==> src/rtl/mem_fill_responder_pkg.sv <==
// Shared types and constants for the cache-fill responder.
// Used by the interface, the delay line and the top.
package mem_fill_pkg;
    typedef enum logic [1:0] {
        IDLE,
        ISSUE,
        DRAIN
    } state_t;

    localparam int BLOCK_WORDS = 8;
    localparam int OFF_W       = 3;
    localparam int AW          = 16;
    localparam int DW          = 16;
endpackage

==> src/rtl/mem_fill_responder_if.sv <==
// Request/response/storage bundle for mem_fill_responder.
// slave = responder side, master = requester + storage side.
interface mem_fill_responder_if;
    import mem_fill_pkg::*;

    logic          req_valid;
    logic          req_wr;
    logic [AW-1:0] req_addr;
    logic [DW-1:0] req_wdata;
    logic          req_ready;
    logic          rsp_valid;
    logic [DW-1:0] rsp_data;
    logic [AW-1:0] rsp_addr;
    logic          rsp_last;
    logic          busy;
    logic [AW-1:0] mem_addr;
    logic [DW-1:0] mem_wdata;
    logic [DW-1:0] mem_rdata;
    logic          mem_wr;

    modport slave (
        input  req_valid, req_wr, req_addr, req_wdata, mem_rdata,
        output req_ready, rsp_valid, rsp_data, rsp_addr, rsp_last,
        output busy, mem_addr, mem_wdata, mem_wr
    );

    modport master (
        output req_valid, req_wr, req_addr, req_wdata, mem_rdata,
        input  req_ready, rsp_valid, rsp_data, rsp_addr, rsp_last,
        input  busy, mem_addr, mem_wdata, mem_wr
    );
endinterface

==> src/rtl/mem_fill_responder_fill_delay_line.sv <==
// LATENCY-deep shift pipeline for issued words (valid/data/addr/last).
// Data/addr stages only load behind a valid word, so outputs hold when idle.
module fill_delay_line #(
    parameter int LATENCY = 4
) (
    input  logic        clk,
    input  logic        rst_n,
    input  logic        in_valid,
    input  logic [15:0] in_data,
    input  logic [15:0] in_addr,
    input  logic        in_last,
    output logic        out_valid,
    output logic [15:0] out_data,
    output logic [15:0] out_addr,
    output logic        out_last
);
    logic [LATENCY-1:0] v;
    logic [LATENCY-1:0] l;
    logic [15:0]        d [LATENCY];
    logic [15:0]        a [LATENCY];

    // Shift every stage each cycle; clear the whole line on reset.
    always_ff @(posedge clk or negedge rst_n) begin
        if (!rst_n) begin
            v <= '0;
            l <= '0;
            for (int i = 0; i < LATENCY; i++) begin
                d[i] <= '0;
                a[i] <= '0;
            end
        end else begin
            v[0] <= in_valid;
            l[0] <= in_valid & in_last;
            if (in_valid) begin
                d[0] <= in_data;
                a[0] <= in_addr;
            end
            for (int i = 1; i < LATENCY; i++) begin
                v[i] <= v[i-1];
                l[i] <= l[i-1];
                if (v[i-1]) begin
                    d[i] <= d[i-1];
                    a[i] <= a[i-1];
                end
            end
        end
    end

    assign out_valid = v[LATENCY-1];
    assign out_last  = l[LATENCY-1];
    assign out_data  = d[LATENCY-1];
    assign out_addr  = a[LATENCY-1];
endmodule

==> src/rtl/mem_fill_responder.sv <==
// Cache-block fill responder: single-word writes, 8-word block reads.
// MEM_FILL_CRITICAL_WORD_FIRST_EN: start the block at the requested word.
module mem_fill_responder #(
    parameter int LATENCY     = 4,
    parameter int BLOCK_WORDS = mem_fill_pkg::BLOCK_WORDS
) (
    input logic                 clk,
    input logic                 rst_n,
    mem_fill_responder_if.slave bus
);
    import mem_fill_pkg::*;

    localparam logic [OFF_W-1:0] LAST_K = OFF_W'(BLOCK_WORDS - 1);

    state_t           state;
    state_t           state_nxt;
    logic [15:0]      base;
    logic [OFF_W-1:0] start;
    logic [OFF_W-1:0] cnt;
    logic [OFF_W-1:0] off;
    logic [15:0]      issue_addr;
    logic             accept;
    logic             issuing;
    logic             dl_valid;
    logic             dl_last;
    logic [15:0]      dl_data;
    logic [15:0]      dl_addr;

    assign accept     = bus.req_valid & bus.req_ready;
    assign issuing    = (state == ISSUE);
    assign off        = start + cnt;
    assign issue_addr = base + 16'({off, 1'b0});

    // Next-state: read accept -> issue block -> drain until last word out.
    always_comb begin
        state_nxt = state;
        unique case (state)
            IDLE:    if (accept && !bus.req_wr) state_nxt = ISSUE;
            ISSUE:   if (cnt == LAST_K) state_nxt = DRAIN;
            DRAIN:   if (dl_last) state_nxt = IDLE;
            default: state_nxt = IDLE;
        endcase
    end

    // State register.
    always_ff @(posedge clk or negedge rst_n) begin
        if (!rst_n) state <= IDLE;
        else        state <= state_nxt;
    end

    // Block base, starting word and issue counter.
    always_ff @(posedge clk or negedge rst_n) begin
        if (!rst_n) begin
            base  <= '0;
            start <= '0;
            cnt   <= '0;
        end else if (accept && !bus.req_wr) begin
            base <= {bus.req_addr[15:4], 4'h0};
`ifdef MEM_FILL_CRITICAL_WORD_FIRST_EN
            start <= bus.req_addr[3:1];
`else
            start <= '0;
`endif
            cnt <= '0;
        end else if (issuing) begin
            cnt <= cnt + 1'b1;
        end
    end

    fill_delay_line #(
        .LATENCY (LATENCY)
    ) u_dl (
        .clk       (clk),
        .rst_n     (rst_n),
        .in_valid  (issuing),
        .in_data   (bus.mem_rdata),
        .in_addr   (issue_addr),
        .in_last   (cnt == LAST_K),
        .out_valid (dl_valid),
        .out_data  (dl_data),
        .out_addr  (dl_addr),
        .out_last  (dl_last)
    );

    assign bus.req_ready = rst_n & (state == IDLE);
    assign bus.busy      = (state != IDLE);
    assign bus.mem_wr    = accept & bus.req_wr;
    assign bus.mem_addr  = issuing ? issue_addr : bus.req_addr;
    assign bus.mem_wdata = bus.req_wdata;
    assign bus.rsp_valid = dl_valid;
    assign bus.rsp_last  = dl_last;
    assign bus.rsp_data  = dl_data;
    assign bus.rsp_addr  = dl_addr;
endmodule

==> src/flat_wrapper.sv <==
// flat-port wrapper written by rule: the top's interface ports become plain ports
module mem_fill_responder_flat import mem_fill_pkg::*;
#(
    parameter int LATENCY     = 4,
    parameter int BLOCK_WORDS = mem_fill_pkg::BLOCK_WORDS
)
  (clk, rst_n, bus_req_valid, bus_req_wr, bus_req_addr, bus_req_wdata, bus_mem_rdata, bus_req_ready, bus_rsp_valid, bus_rsp_data, bus_rsp_addr, bus_rsp_last, bus_busy, bus_mem_addr, bus_mem_wdata, bus_mem_wr);
  mem_fill_responder_if bus_i ();
  input logic clk;
  input logic rst_n;
  input wire logic [$bits(bus_i.req_valid)-1:0] bus_req_valid;
  input wire logic [$bits(bus_i.req_wr)-1:0] bus_req_wr;
  input wire logic [$bits(bus_i.req_addr)-1:0] bus_req_addr;
  input wire logic [$bits(bus_i.req_wdata)-1:0] bus_req_wdata;
  input wire logic [$bits(bus_i.mem_rdata)-1:0] bus_mem_rdata;
  output wire logic [$bits(bus_i.req_ready)-1:0] bus_req_ready;
  output wire logic [$bits(bus_i.rsp_valid)-1:0] bus_rsp_valid;
  output wire logic [$bits(bus_i.rsp_data)-1:0] bus_rsp_data;
  output wire logic [$bits(bus_i.rsp_addr)-1:0] bus_rsp_addr;
  output wire logic [$bits(bus_i.rsp_last)-1:0] bus_rsp_last;
  output wire logic [$bits(bus_i.busy)-1:0] bus_busy;
  output wire logic [$bits(bus_i.mem_addr)-1:0] bus_mem_addr;
  output wire logic [$bits(bus_i.mem_wdata)-1:0] bus_mem_wdata;
  output wire logic [$bits(bus_i.mem_wr)-1:0] bus_mem_wr;
  assign bus_i.req_valid = bus_req_valid;
  assign bus_i.req_wr = bus_req_wr;
  assign bus_i.req_addr = bus_req_addr;
  assign bus_i.req_wdata = bus_req_wdata;
  assign bus_i.mem_rdata = bus_mem_rdata;
  assign bus_req_ready = bus_i.req_ready;
  assign bus_rsp_valid = bus_i.rsp_valid;
  assign bus_rsp_data = bus_i.rsp_data;
  assign bus_rsp_addr = bus_i.rsp_addr;
  assign bus_rsp_last = bus_i.rsp_last;
  assign bus_busy = bus_i.busy;
  assign bus_mem_addr = bus_i.mem_addr;
  assign bus_mem_wdata = bus_i.mem_wdata;
  assign bus_mem_wr = bus_i.mem_wr;
  mem_fill_responder #(.LATENCY(LATENCY), .BLOCK_WORDS(BLOCK_WORDS)) u_core (.clk(clk), .rst_n(rst_n), .bus(bus_i));
endmodule
==> config.mk <==
export PLATFORM = sky130hd
export DESIGN_NAME = mem_fill_responder_flat
export DESIGN_NICKNAME = d
export VERILOG_FILES = /design/src/rtl/mem_fill_responder_pkg.sv /design/src/rtl/mem_fill_responder_if.sv /design/src/rtl/mem_fill_responder_fill_delay_line.sv /design/src/rtl/mem_fill_responder.sv /design/src/flat_wrapper.sv
export SDC_FILE = /design/constraint.sdc
export NUM_CORES = 1
export LEC_CHECK = 0
export BUFFER_PORTS_ARGS = -buffer_cell sky130_fd_sc_hd__buf_2
export CAP_MARGIN = 40
export CORE_MARGIN = 10
export CORE_UTILIZATION = 55
export CTS_CLUSTER_DIAMETER = 120
export DETAILED_ROUTE_END_ITERATION = 6
export PLACE_DENSITY = 0.76
export RECOVER_POWER = 25
export SYNTH_ARGS = -nofsm -noshare
export SYNTH_HDL_FRONTEND = slang
export SYNTH_SLANG_ARGS = --single-unit
==> constraint.sdc <==
create_clock -name clk -period 4.25 [get_ports clk]
set_input_delay 0.85 -clock clk [delete_from_list [all_inputs] [get_ports clk]]
set_output_delay 0.85 -clock clk [all_outputs]
set_load 0.01 [all_outputs]
# --- Word-level counts from Yosys, hierarchy flattened ---
# Index checks and enable logic that the tools add are counted.
classes:
  add_sub_neg: 2
  n_mux: 7
  bitwise: 4
  eq_ne: 6
  n_reduce_logical: 6
op_table:
  columns: ["cell", "count"]
  rows:
  - ["adder 16 x 4 -> 16 bit", 1]
  - ["2-to-1 mux 16 bit", 1]
  - ["2-to-1 mux 2 bit", 3]
  - ["2-to-1 mux 3 bit", 2]
  - ["case mux 2 bit (3 select lines)", 1]
  - ["bitwise AND 1 bit", 4]
  - ["!= test 2 bit (second input constant)", 2]
  - ["nonzero test 2 bit", 2]
  - ["adder 3 x 1 -> 3 bit (second input constant)", 1]
  - ["equality test 3 bit (second input constant)", 1]
  - ["AND reduction 3 bit", 1]
  - ["equality test 2 x 1 -> 1 bit (second input constant)", 1]
  - ["equality test 2 bit (second input constant)", 1]
  - ["logical NOT 2 bit", 1]
  - ["!= test 2 x 1 -> 1 bit (second input constant)", 1]
  - ["logical AND 1 bit", 1]
  - ["logical NOT 1 bit", 1]
word_totals:
  reg_bits: 153
  output_inout_bits: 69

# --- Depth between registers and ports, before layout ---
# Gate-level depths: netlist (run 1).
logic_depth:
  word_depth: 6
  depth_mapped: 6

# --- Modules after synthesis ---
# From an unflattened synthesis (run 1), not the netlist that was laid out.
hier_totals:
  cells_unflattened: 397
  hier_area_um2: 6884.1
by_module_without_submodules:
  columns: ["mod", "area_each_um2", "cells_per_inst", "n_inst"]
  rows:
  - ["fill_delay_line", 5823.1, 313, 1]
  - ["mem_fill_responder", 1061.0, 84, 1]

# --- Least setup slack after synthesis (run 1) ---
# OpenSTA, ideal clock, no wires.
synth_timing:
  path_type: "register to output"
  start: "reg u_core.state[1]"
  end: "out bus_mem_addr[1]"
  t_arrival_ps: 1105
  required_time_ps: 3400
  path_slack_ps: 2295
  path_stages_with_launch: 7
  path_buffers: 2
  path_cell_list: "dfrtp_1 nand2b_1 buf_2 inv_2 buf_2 nand2_1 nand2_1"
synth_between:
  elab_chain_cells: 2
synth_rtl:
  columns: ["element", "line", "text"]
  rows:
  - ["start: declaration", "mem_fill_responder.sv:15", "state_t state;"]
  - ["start signal: assignment", "mem_fill_responder.sv:48", "else state <= state_nxt;"]
  - ["equality test 2 x 1 -> 1 bit", "mem_fill_responder.sv:30", "assign issuing = (state == ISSUE);"]
  - ["2-to-1 mux 16 bit", "mem_fill_responder.sv:88", "assign bus.mem_addr = issuing ? issue_addr : bus.req_addr;"]
  - ["end: declaration", "flat_wrapper.sv:22", "output wire logic [$bits(bus_i.mem_addr)-1:0] bus_mem_addr;"]
# Every way passes these cells.

# --- Worst setup path after layout (run 1) ---
layout_timing:
  start: "reg u_core.state[1]"
  end: "out bus_mem_addr[11]"
# The elaborated chain is that of the path after synthesis.

==> results of run 1 <==
[cell families (layout without fill, tap and decap cells)]
| logic type | count (synthesis) | after routing | synth area share, % |
|---|---|---|---|
| xor+xnor | 1 | 1 | 0.1455 |
| fa+ha+maj | 2 | 2 | 0.4156 |
| buf+inv | 70 | 127 | 8.086 |
| compound gates | 4 | 4 | 0.4158 |
| other cells | 1 | 1 | 0.06230 |
| flops | 149 | 149 | 61.94 |
| mux | 105 | 105 | 20.02 |
| simple gates | 136 | 136 | 8.917 |
[routing by layer]
metal,up-vias,GRT usage (%)
met3,25,5.404
met4,0,5.483
met2,88,23.91
met1,1721,18.27
met5,-,0
li1,1574,-
[layout make-up]
class	count	area, µm²
multi-input cells	249	1807
inverters	2	7.507
flip-flops and latches	149	3729
repair buffers	93	499.2
clock buffers	22	462.9
clock inverters	10	103.9
well taps	140	175.2
fillers	823	4009
[worst max-delay path, stage by stage (launching register included)]
cell and delay, ns:
dfrtp_1 0.40, nand2b_2 0.20, inv_2 0.49, nand2_1 0.21, nand2_1 0.10, buf_2 0.13
[cell usage after synthesis (2+ instances only)]
cell type	number
a21oi_1	2
and2_1	2
buf_2	16
buf_4	48
clkbuf_1	2
dfrtp_1	149
ha_1	2
mux2_2	99
mux2_4	6
nand2_1	127
nor2_1	2
[sequential cells by signal, indices dropped and copies added, names as in the netlist]
register / cells
u_core.u_dl.v: 4
u_core.cnt: 3
u_core.u_dl.d: 48
u_core.base: 12
u_core.u_dl.out_data: 16
u_core.u_dl.a: 45
u_core.u_dl.out_addr: 15
u_core.u_dl.l: 4
u_core.state: 2
[metrics by stage]
stage	util [%]	cell area (µm²)	hold WS [ns]	setup slack (ns)
final	62.86	6784	0.3281	1.355
after CTS	62.93	6792	0.3495	1.313
after global routing	62.86	6784	0.3556	1.212
after floorplan	-	6020	0.3312	2.295
after global placement	57.42	6197	0.3373	1.500
after detailed placement	57.67	6225	0.3394	1.432
[worst max-delay path by stage]
stage,from,endpoint,depth (start not counted)
6_report,u_core.state[1]$_DFFE_PN0P_,bus_mem_addr[11],5
5_1_grt,u_core.state[1]$_DFFE_PN0P_,bus_mem_addr[14],5
4_1_cts,u_core.state[1]$_DFFE_PN0P_,bus_mem_addr[14],5
3_5_place_dp,rst_n,u_core.base[8]$_DFFE_PN0P_,3
3_3_place_gp,rst_n,u_core.base[8]$_DFFE_PN0P_,3
2_1_floorplan,u_core.state[1]$_DFFE_PN0P_,bus_mem_addr[1],6
[power breakdown]
group / switching (mW) / leakage [nW] / internal [mW]
logic: 0.967 / 1.33 / 0.998
clock network: 0.535 / 0.288 / 0.875
registers: 0.372 / 1.84 / 2.10
total: 1.87 / 3.46 / 3.98
==> impl_metrics.csv, run 1 <==
group,metric,value,unit
status,outcome,"complete, but fails checks",
status,violations,"max-capacitance violations, max-slew violations",
final_layout,final_common_cell,"dfrtp_1",
min_path,min_path_type,"in -> async",
sta,min_period,2.895,ns
global_routing,grt_max_degree,76,
floorplan,rows,38,
sta,max_slew_margin,-35.46,%
setup_path,end_kind,"output pin",
synthesis,synth_warnings,0,
synthesis,synth_top_cell_by_area,"dfrtp_1",
synthesis,synthTopCellsByArea,"dfrtp_1 (62%), mux2_2 (19%), nand2_1 (7.9%)",
cts,clock_latency,0.52,ns
synthesis,synth_top_cell_area_share,61.94,%
final_layout,areaGrowthSynthToFinish,12.70,%
global_routing,antenna_found_initial,0,
pwr,powerDensity,862.5,mW/mm²
setup_path,critPathKind,"reg -> out",
final_layout,antenna_cells,0,
drt,dr.pass1.iters,4,
job,cap_violations,1,
sta,maxSlewViolCount,33,
sta,setup_viol,0,
cts,cts_setup_buffers,0,
global_routing,overflow,0,
synthesis,synth_area,0.006020,mm²
cts,cts_sinks,149,
drt,wl_met1,5021,µm
cts,cts_resized,0,
synthesis,synth.distinct_cells,24,
synthesis,syn_nets,522,
drt,viasPerCell,5.125,
sta,rsz0062_at_grt,"no",
final_layout,nNetsFinal,566,
synthesis,synthFlopType,"dfrtp_1",
drt,num_vias,3408,
sta,hold_viol_final,0,
floorplan,io_pins,121,
global_routing,grt_usage,14.99,%
setup_path,rr_worst_depth,2,
cts,cts.clk_slew.worst_paths,0.06,ns
synthesis,yosysSeqAreaShare,61.94,%
final_layout,stdcell_count,665,
drt,wl_met3,682,µm
placed_design,gp_congestion,0.7651,
final_layout,layout_common_cells,"dfrtp_1 (149), nand2_1 (127), mux2_2 (99), buf_2 (86), clkbuf_16 (16)",
global_routing,grt_pass1_vias,3728,
setup_path,r2r_end,"u_core.u_dl.d[38]$_DFFE_PN0P_",
floorplan,coreArea,0.01079,mm²
final_layout,drive_above_1_share,44.00,%
global_routing,grt_pass1_wl,18880,µm
synthesis,synth_edf_count,0,
floorplan,fp.dieH,124.6,µm
drt,finalWirelength,11310,µm
sta,setup_tns,0,ns
pwr,ir_drop,0.4072,mV
floorplan,initial_core_util,55.77,%
placed_design,placedCellCount,633,
drt,drc,0,
sta,fin_crit_sh,68.11,%
setup_path,cp_max_fo,36,
drt,drt-wirelength-per-cell,17.01,µm
setup_path,cp.required,3.40,ns
sta,max_freq,0.3455,GHz
setup_path,rrSetupSlack,1.89,ns
sta,worstMarginPinSlew,2.032,ns
floorplan,die_area,0.01553,mm²
drt,ant_nets,0,
synthesis,syn_avg_cell_area,12.86,µm²
pwr,power,5.851,mW
cts,hold_buffers,0,
drt,dr.first_iter.drc_count,273,
cts,htreeDepth,4,
cts,cts_made_buffers,17,
drt,dr_wl_met2,5454,µm
synthesis,ys_seq_elements,149,
setup_path,r2r_start,"u_core.u_dl.v[0]$_DFF_PN0_",
cts,cts_tree,"done",
pwr,p_leak,3.459,nW
floorplan,die_x,124.6,µm
cts,cts.path.max_buffers,2,
setup_path,worstPathArrival,2.04,ns
sta,clock_skew,0.008502,ns
placed_design,io_buffers,87,
drt,top_layer_used,"met4",
cts,cts_root_buf,"clkbuf_8",
synthesis,async_flop_share,100.0,%
synthesis,postSynthCellCount,468,
setup_path,cp-start-kind,"flip-flop",
placed_design,dp_hpwl,7443,µm
(Power assumes the default switching activity.)
==> inputs of run 2 (changes only) <==
- CORE_UTILIZATION: 55 -> 49
- PLACE_DENSITY: 0.76 -> 0.71
- clock period: 4.25 -> 2.58 ns (I/O delays scaled with it)
==> impl_metrics.csv, run 2 (synthesis results as in run 1) <==
group,metric,value,unit
global_routing,grt_usage,14.03,%
job,cap_violations,1,
final_layout,antenna_cells,0,
sta,hold_viol_final,0,
final_layout,final_util,56.54,%
final_layout,layout_common_cells,"dfrtp_1 (147), nand2_1 (127), mux2_2 (99), buf_2 (86), clkbuf_16 (17)",
drt,drc,0,
floorplan,die_area,0.01712,mm²
setup_path,critPathLaunch,"u_core.state[1]$_DFFE_PN0P_",
placed_design,placed_cell_area,0.006233,mm²
cts,cts_made_buffers,17,
cts,cts.path.max_buffers,2,
min_path,hold_depth,3,
cts,cts_tree,"done",
drt,num_vias,3366,
cts,cts_root_buf,"clkbuf_16",
final_layout,nNetsFinal,565,
floorplan,die_x,130.8,µm
placed_design,gp_congestion,0.7144,
sta,max_slew_margin,-30.97,%
global_routing,grt_max_degree,150,
cts,clock_latency,0.42,ns
cts,hold_buffers,0,
floorplan,io_pins,121,
status,outcome,"complete, but fails checks",
final_layout,drive_above_1_share,44.85,%
pwr,ir_drop,0.6163,mV
min_path,hp-start,"bus_mem_rdata[0]",
sta,clock_skew,0.007130,ns
setup_path,rr_worst_depth,4,
pwr,p_leak,3.436,nW
min_path,min_path_type,"in -> reg",
sta,worstMarginPinSlew,1.964,ns
final_layout,final_common_cell,"dfrtp_1",
cts,cts_setup_buffers,0,
placed_design,dp_hpwl,7186,µm
final_layout,largest_reg_flops,48,
drt,viasPerCell,5.016,
cts,cts.clk_slew.worst_paths,0.06,ns
sta,setup_viol,0,
setup_path,rrSetupSlack,0.99,ns
global_routing,antenna_found_initial,0,
final_layout,nFillCells,1005,
setup_path,critPathKind,"reg -> out",
setup_path,cp.required,2.06,ns
floorplan,rows,40,
placed_design,io_buffers,87,
setup_path,end_kind,"output pin",
setup_path,r2r_start,"u_core.state[1]$_DFFE_PN0P_",
final_layout,final_cell_area,0.006792,mm²
setup_path,cp_max_fo,50,
setup_path,worstPathArrival,1.74,ns
global_routing,overflow,0,
drt,ant_nets,0,
cts,htreeDepth,4,
floorplan,coreArea,0.01201,mm²
sta,min_period,2.253,ns
cts,cts_sinks,149,
status,violations,"max-capacitance violations, max-slew violations",
drt,dr.first_iter.drc_count,200,
drt,drt-wirelength-per-cell,16.56,µm
setup_path,cp-start-kind,"flip-flop",
global_routing,grt_pass1_vias,3710,
global_routing,grt_pass1_wl,18340,µm
sta,maxSlewViolCount,150,
final_layout,areaGrowthSynthToFinish,12.82,%
sta,setup_tns,0,ns
sta,whs,0.2807,ns
floorplan,initial_core_util,50.11,%
cts,cts_resized,0,
floorplan,fp.dieH,130.8,µm
final_layout,regMostFlops,"u_core.u_dl.d",
sta,max_freq,0.4438,GHz
drt,dr.pass1.iters,3,
drt,finalWirelength,11110,µm
pwr,powerDensity,1416,mW/mm²
sta,fin_crit_sh,87.34,%
sta,rsz0062_at_grt,"no",
-- run 2: layer usage --
metal	GRT usage, %	routed length [µm]
met1	15.88	4705
met2	22.87	5494
met3	5.802	717
met4	6.213	193
met5	0	0
-- run 2: path summary, 6_finish.rpt --
check,end
worst max-delay path,bus_mem_addr[10]
worst min-delay path,u_core.u_dl.d[48]$_DFFE_PN0P_
worst max register to register,u_core.base[8]$_DFFE_PN0P_
worst min register to register,u_core.u_dl.l[2]$_DFF_PN0_
max in group asynchronous,u_core.u_dl.v[2]$_DFF_PN0_
min in group asynchronous,u_core.u_dl.d[61]$_DFFE_PN0P_
-- run 2: cell type report --
cell class	count	area, µm²	area share, %
multi-input cells	249	1807	26.60
inverters	2	7.507	0.1105
clock buffers	21	470.5	6.927
well taps	147	183.9	2.708
clock inverters	11	100.1	1.474
repair buffers	92	491.7	7.240
flip-flops and latches	149	3731	54.94
-- run 2: critical path, stage by stage (launching register included) --
cell	delay, ns
dfrtp_1	0.37
nand2b_2	0.14
buf_4	0.47
nand2_1	0.11
nand2_1	0.09
buf_2	0.13
-- run 2: per-stage QoR --
step / power [mW] / std cells / setup WS [ns]
global placement: 7.239 / 639 / 0.7718
floorplan: 6.628 / 468 / 0.9592
detailed placement: 7.407 / 639 / 0.7554
finish: 9.613 / 671 / 0.3266
global route: 10.30 / 671 / 0.09530
CTS: 9.794 / 671 / 0.2892
-- run 2: report_power, final --
group,internal (mW),switching [mW]
sequential,3.47,0.802
clock,1.40,0.934
combinational,1.65,1.36
total,6.51,3.10
==> inputs of run 3 (changes only) <==
--- a/config.mk
+++ b/config.mk
@@ -6,11 +6,12 @@
 export NUM_CORES = 1
 export LEC_CHECK = 0
-export BUFFER_PORTS_ARGS = -buffer_cell sky130_fd_sc_hd__buf_2
 export CAP_MARGIN = 40
 export CORE_MARGIN = 10
-export CORE_UTILIZATION = 49
+export CORE_UTILIZATION = 55
 export CTS_CLUSTER_DIAMETER = 120
 export DETAILED_ROUTE_END_ITERATION = 6
-export PLACE_DENSITY = 0.71
+export DONT_BUFFER_PORTS = 1
+export GPL_TIMING_DRIVEN = 0
+export PLACE_DENSITY = 0.69
 export RECOVER_POWER = 25
 export SYNTH_ARGS = -nofsm -noshare
==> constraint.sdc (replaced) <==
create_clock -name clk -period 2.58 [get_ports clk]
set_input_delay 0.129 -clock clk [delete_from_list [all_inputs] [get_ports clk]]
set_output_delay 0.129 -clock clk [all_outputs]
set_load 0.01 [all_outputs]
==> impl_metrics.csv, run 3 (synthesis results as in run 1) <==
group,metric,value,unit
status,outcome,"complete, but fails checks",
placed_design,placed_cell_area,0.006195,mm²
placed_design,place_ws,1.016,ns
floorplan,fp.dieH,124.6,µm
final_layout,areaGrowthSynthToFinish,17.40,%
setup_path,worstPathArrival,1.94,ns
floorplan,rows,38,
cts,clock_latency,0.53,ns
pwr,p_leak,3.485,nW
setup_path,crit_buf_inv,2,
final_layout,layout_common_cells,"dfrtp_1 (149), nand2_1 (127), mux2_2 (99), buf_4 (48), dlygate4sd3_1 (28)",
sta,max_freq,0.4843,GHz
placed_design,io_buffers,0,
cts,cts_sinks,149,
sta,whs,-0.7052,ns
sta,setup_tns,0,ns
status,violations,"negative hold slack",
sta,maxSlewViolCount,0,
global_routing,grt_usage,16.33,%
cts,htreeDepth,4,
final_layout,final_cell_area,0.007067,mm²
global_routing,overflow,0,
floorplan,die_area,0.01553,mm²
floorplan,die_x,124.6,µm
setup_path,cp_top_family,"buffers and inverters",
placed_design,gp_congestion,0.7812,
cts,cts_tree,"done",
sta,fin_ws,0.5151,ns
drt,ant_nets,0,
sta,hold_viol_final,149,
sta,fin_crit_sh,80.04,%
job,cap_violations,0,
global_routing,grt_pass1_wl,20350,µm
setup_path,cp_slowest_cell,"clkbuf_1",
placed_design,dp_hpwl,8184,µm
setup_path,path_cells,"nand2b_1 > buf_2 > clkbuf_1 > nand2_1 > nand2_1",
setup_path,cp_max_fo,10,
drt,dr.pass1.iters,4,
sta,setup_viol,0,
setup_path,crit_path_frequent_cell,"nand2_1",
drt,dr.first_iter.drc_count,224,
floorplan,coreArea,0.01079,mm²
sta,worstMarginPinSlew,0.6153,ns
cts,cts.clk_slew.worst_paths,0.06,ns
global_routing,antenna_found_initial,0,
drt,viasPerCell,5.102,
sta,max_slew_margin,58.98,%
pwr,power,9.872,mW
pwr,powerDensity,1397,mW/mm²
final_layout,antenna_cells,0,
drt,drt-wirelength-per-cell,18.57,µm
cts,cts_made_buffers,17,
final_layout,regMostFlops,"u_core.u_dl.d",
final_layout,drive_above_1_share,38.64,%
global_routing,grt_max_degree,153,
setup_path,cp.depth,5,
final_layout,largest_reg_flops,48,
sta,min_period,2.065,ns
cts,cts.path.max_buffers,2,
final_layout,final_common_cell,"dfrtp_1",
pwr,ir_drop,0.5977,mV
cts,cts_root_buf,"clkbuf_8",
min_path,min_path_type,"in -> async",
floorplan,initial_core_util,55.77,%
sta,rsz0062_at_grt,"no",
floorplan,io_pins,121,
drt,finalWirelength,12400,µm
drt,drc,0,
setup_path,rr_worst_depth,5,
sta,clock_skew,0.01065,ns
final_layout,nNetsFinal,569,
global_routing,grt_pass1_vias,3827,
drt,num_vias,3408,
cts,hold_buffers,28,
setup_path,cp-start-kind,"flip-flop",
setup_path,critPathKind,"reg -> out",
setup_path,cp.required,2.45,ns
setup_path,end_kind,"output pin",
setup_path,slowest_delay,0.49,ns
run 3: cell count changes in the layout (fill, tap and decap cells not counted), moves of 2 or more:
| cell | previous run | this run |
|---|---|---|
| clkbuf_1 | 1 | 5 |
| bufinv_16 | 1 | 3 |
| clkinvlp_4 | 5 | 3 |
| dlygate4sd3_1 | 0 | 28 |
| clkinv_2 | 3 | 1 |
| inv_6 | 2 | 0 |
| dfrtp_1 | 147 | 149 |
| clkinv_4 | 0 | 4 |
| dfrtp_2 | 2 | 0 |
| buf_2 | 86 | 16 |
| buf_4 | 3 | 48 |
run 3: stage by stage:
step / utilization (%) / cells
global placement: 57.40 / 608
detailed placement: 57.40 / 608
global route: 65.48 / 668
finish: 65.48 / 668
floorplan: - / 468
CTS: 65.48 / 668
run 3: worst reg2reg max path: stages, from the launching register on:
cell	delay (ns)
dfrtp_1	0.40
nor2_2	0.20
and4b_1	0.24
buf_6	0.16
buf_12	0.16
mux2_4	0.30
run 3: final cells by class:
cell class	count	area, µm²
plain buffers	68	479.2
inverters	2	7.507
multi-input cells	249	1804
repair buffers	28	280.3
flip-flops and latches	149	3729
well taps	140	175.2
clock buffers	21	439.2
fillers	807	3726
clock inverters	11	152.6
run 3: metal layers:
| layer | vias up | wire (µm) | GRT usage, % |
|---|---|---|---|
| met5 | - | 0 | 0 |
| met4 | 0 | 94 | 4.661 |
| met3 | 10 | 911 | 6.298 |
| met2 | 118 | 6021 | 26.36 |
| met1 | 1709 | 5374 | 19.89 |
| li1 | 1571 | - | - |
run 3: timing repair:
item / in CTS / in global routing
resized for setup: 0 / 0
setup buffers: 0 / 0
hold endpoints to repair: 177 / 149
run 3: final timing paths:
check,endpoint,slack (ns),start
worst max-delay path,bus_mem_addr[10],0.52,u_core.state[1]$_DFFE_PN0P_
worst min-delay path,u_core.u_dl.out_addr[6]$_DFFE_PN0P_,-0.71,rst_n
worst max register to register,u_core.base[10]$_DFFE_PN0P_,1.00,u_core.state[1]$_DFFE_PN0P_
worst min register to register,u_core.u_dl.l[3]$_DFF_PN0_,0.35,u_core.u_dl.l[2]$_DFF_PN0_
max in group asynchronous,u_core.u_dl.out_data[5]$_DFFE_PN0P_,3.14,rst_n
min in group clk,u_core.base[4]$_DFFE_PN0P_,0.16,bus_req_valid
run 3: report_power, final:
part | internal [mW] | leakage [nW] | switching (mW) | total (mW)
Sequential | 3.47 | 1.84 | 0.584 | 4.05
Clock | 1.50 | 0.278 | 0.938 | 2.44
Combinational | 1.72 | 1.37 | 1.66 | 3.38
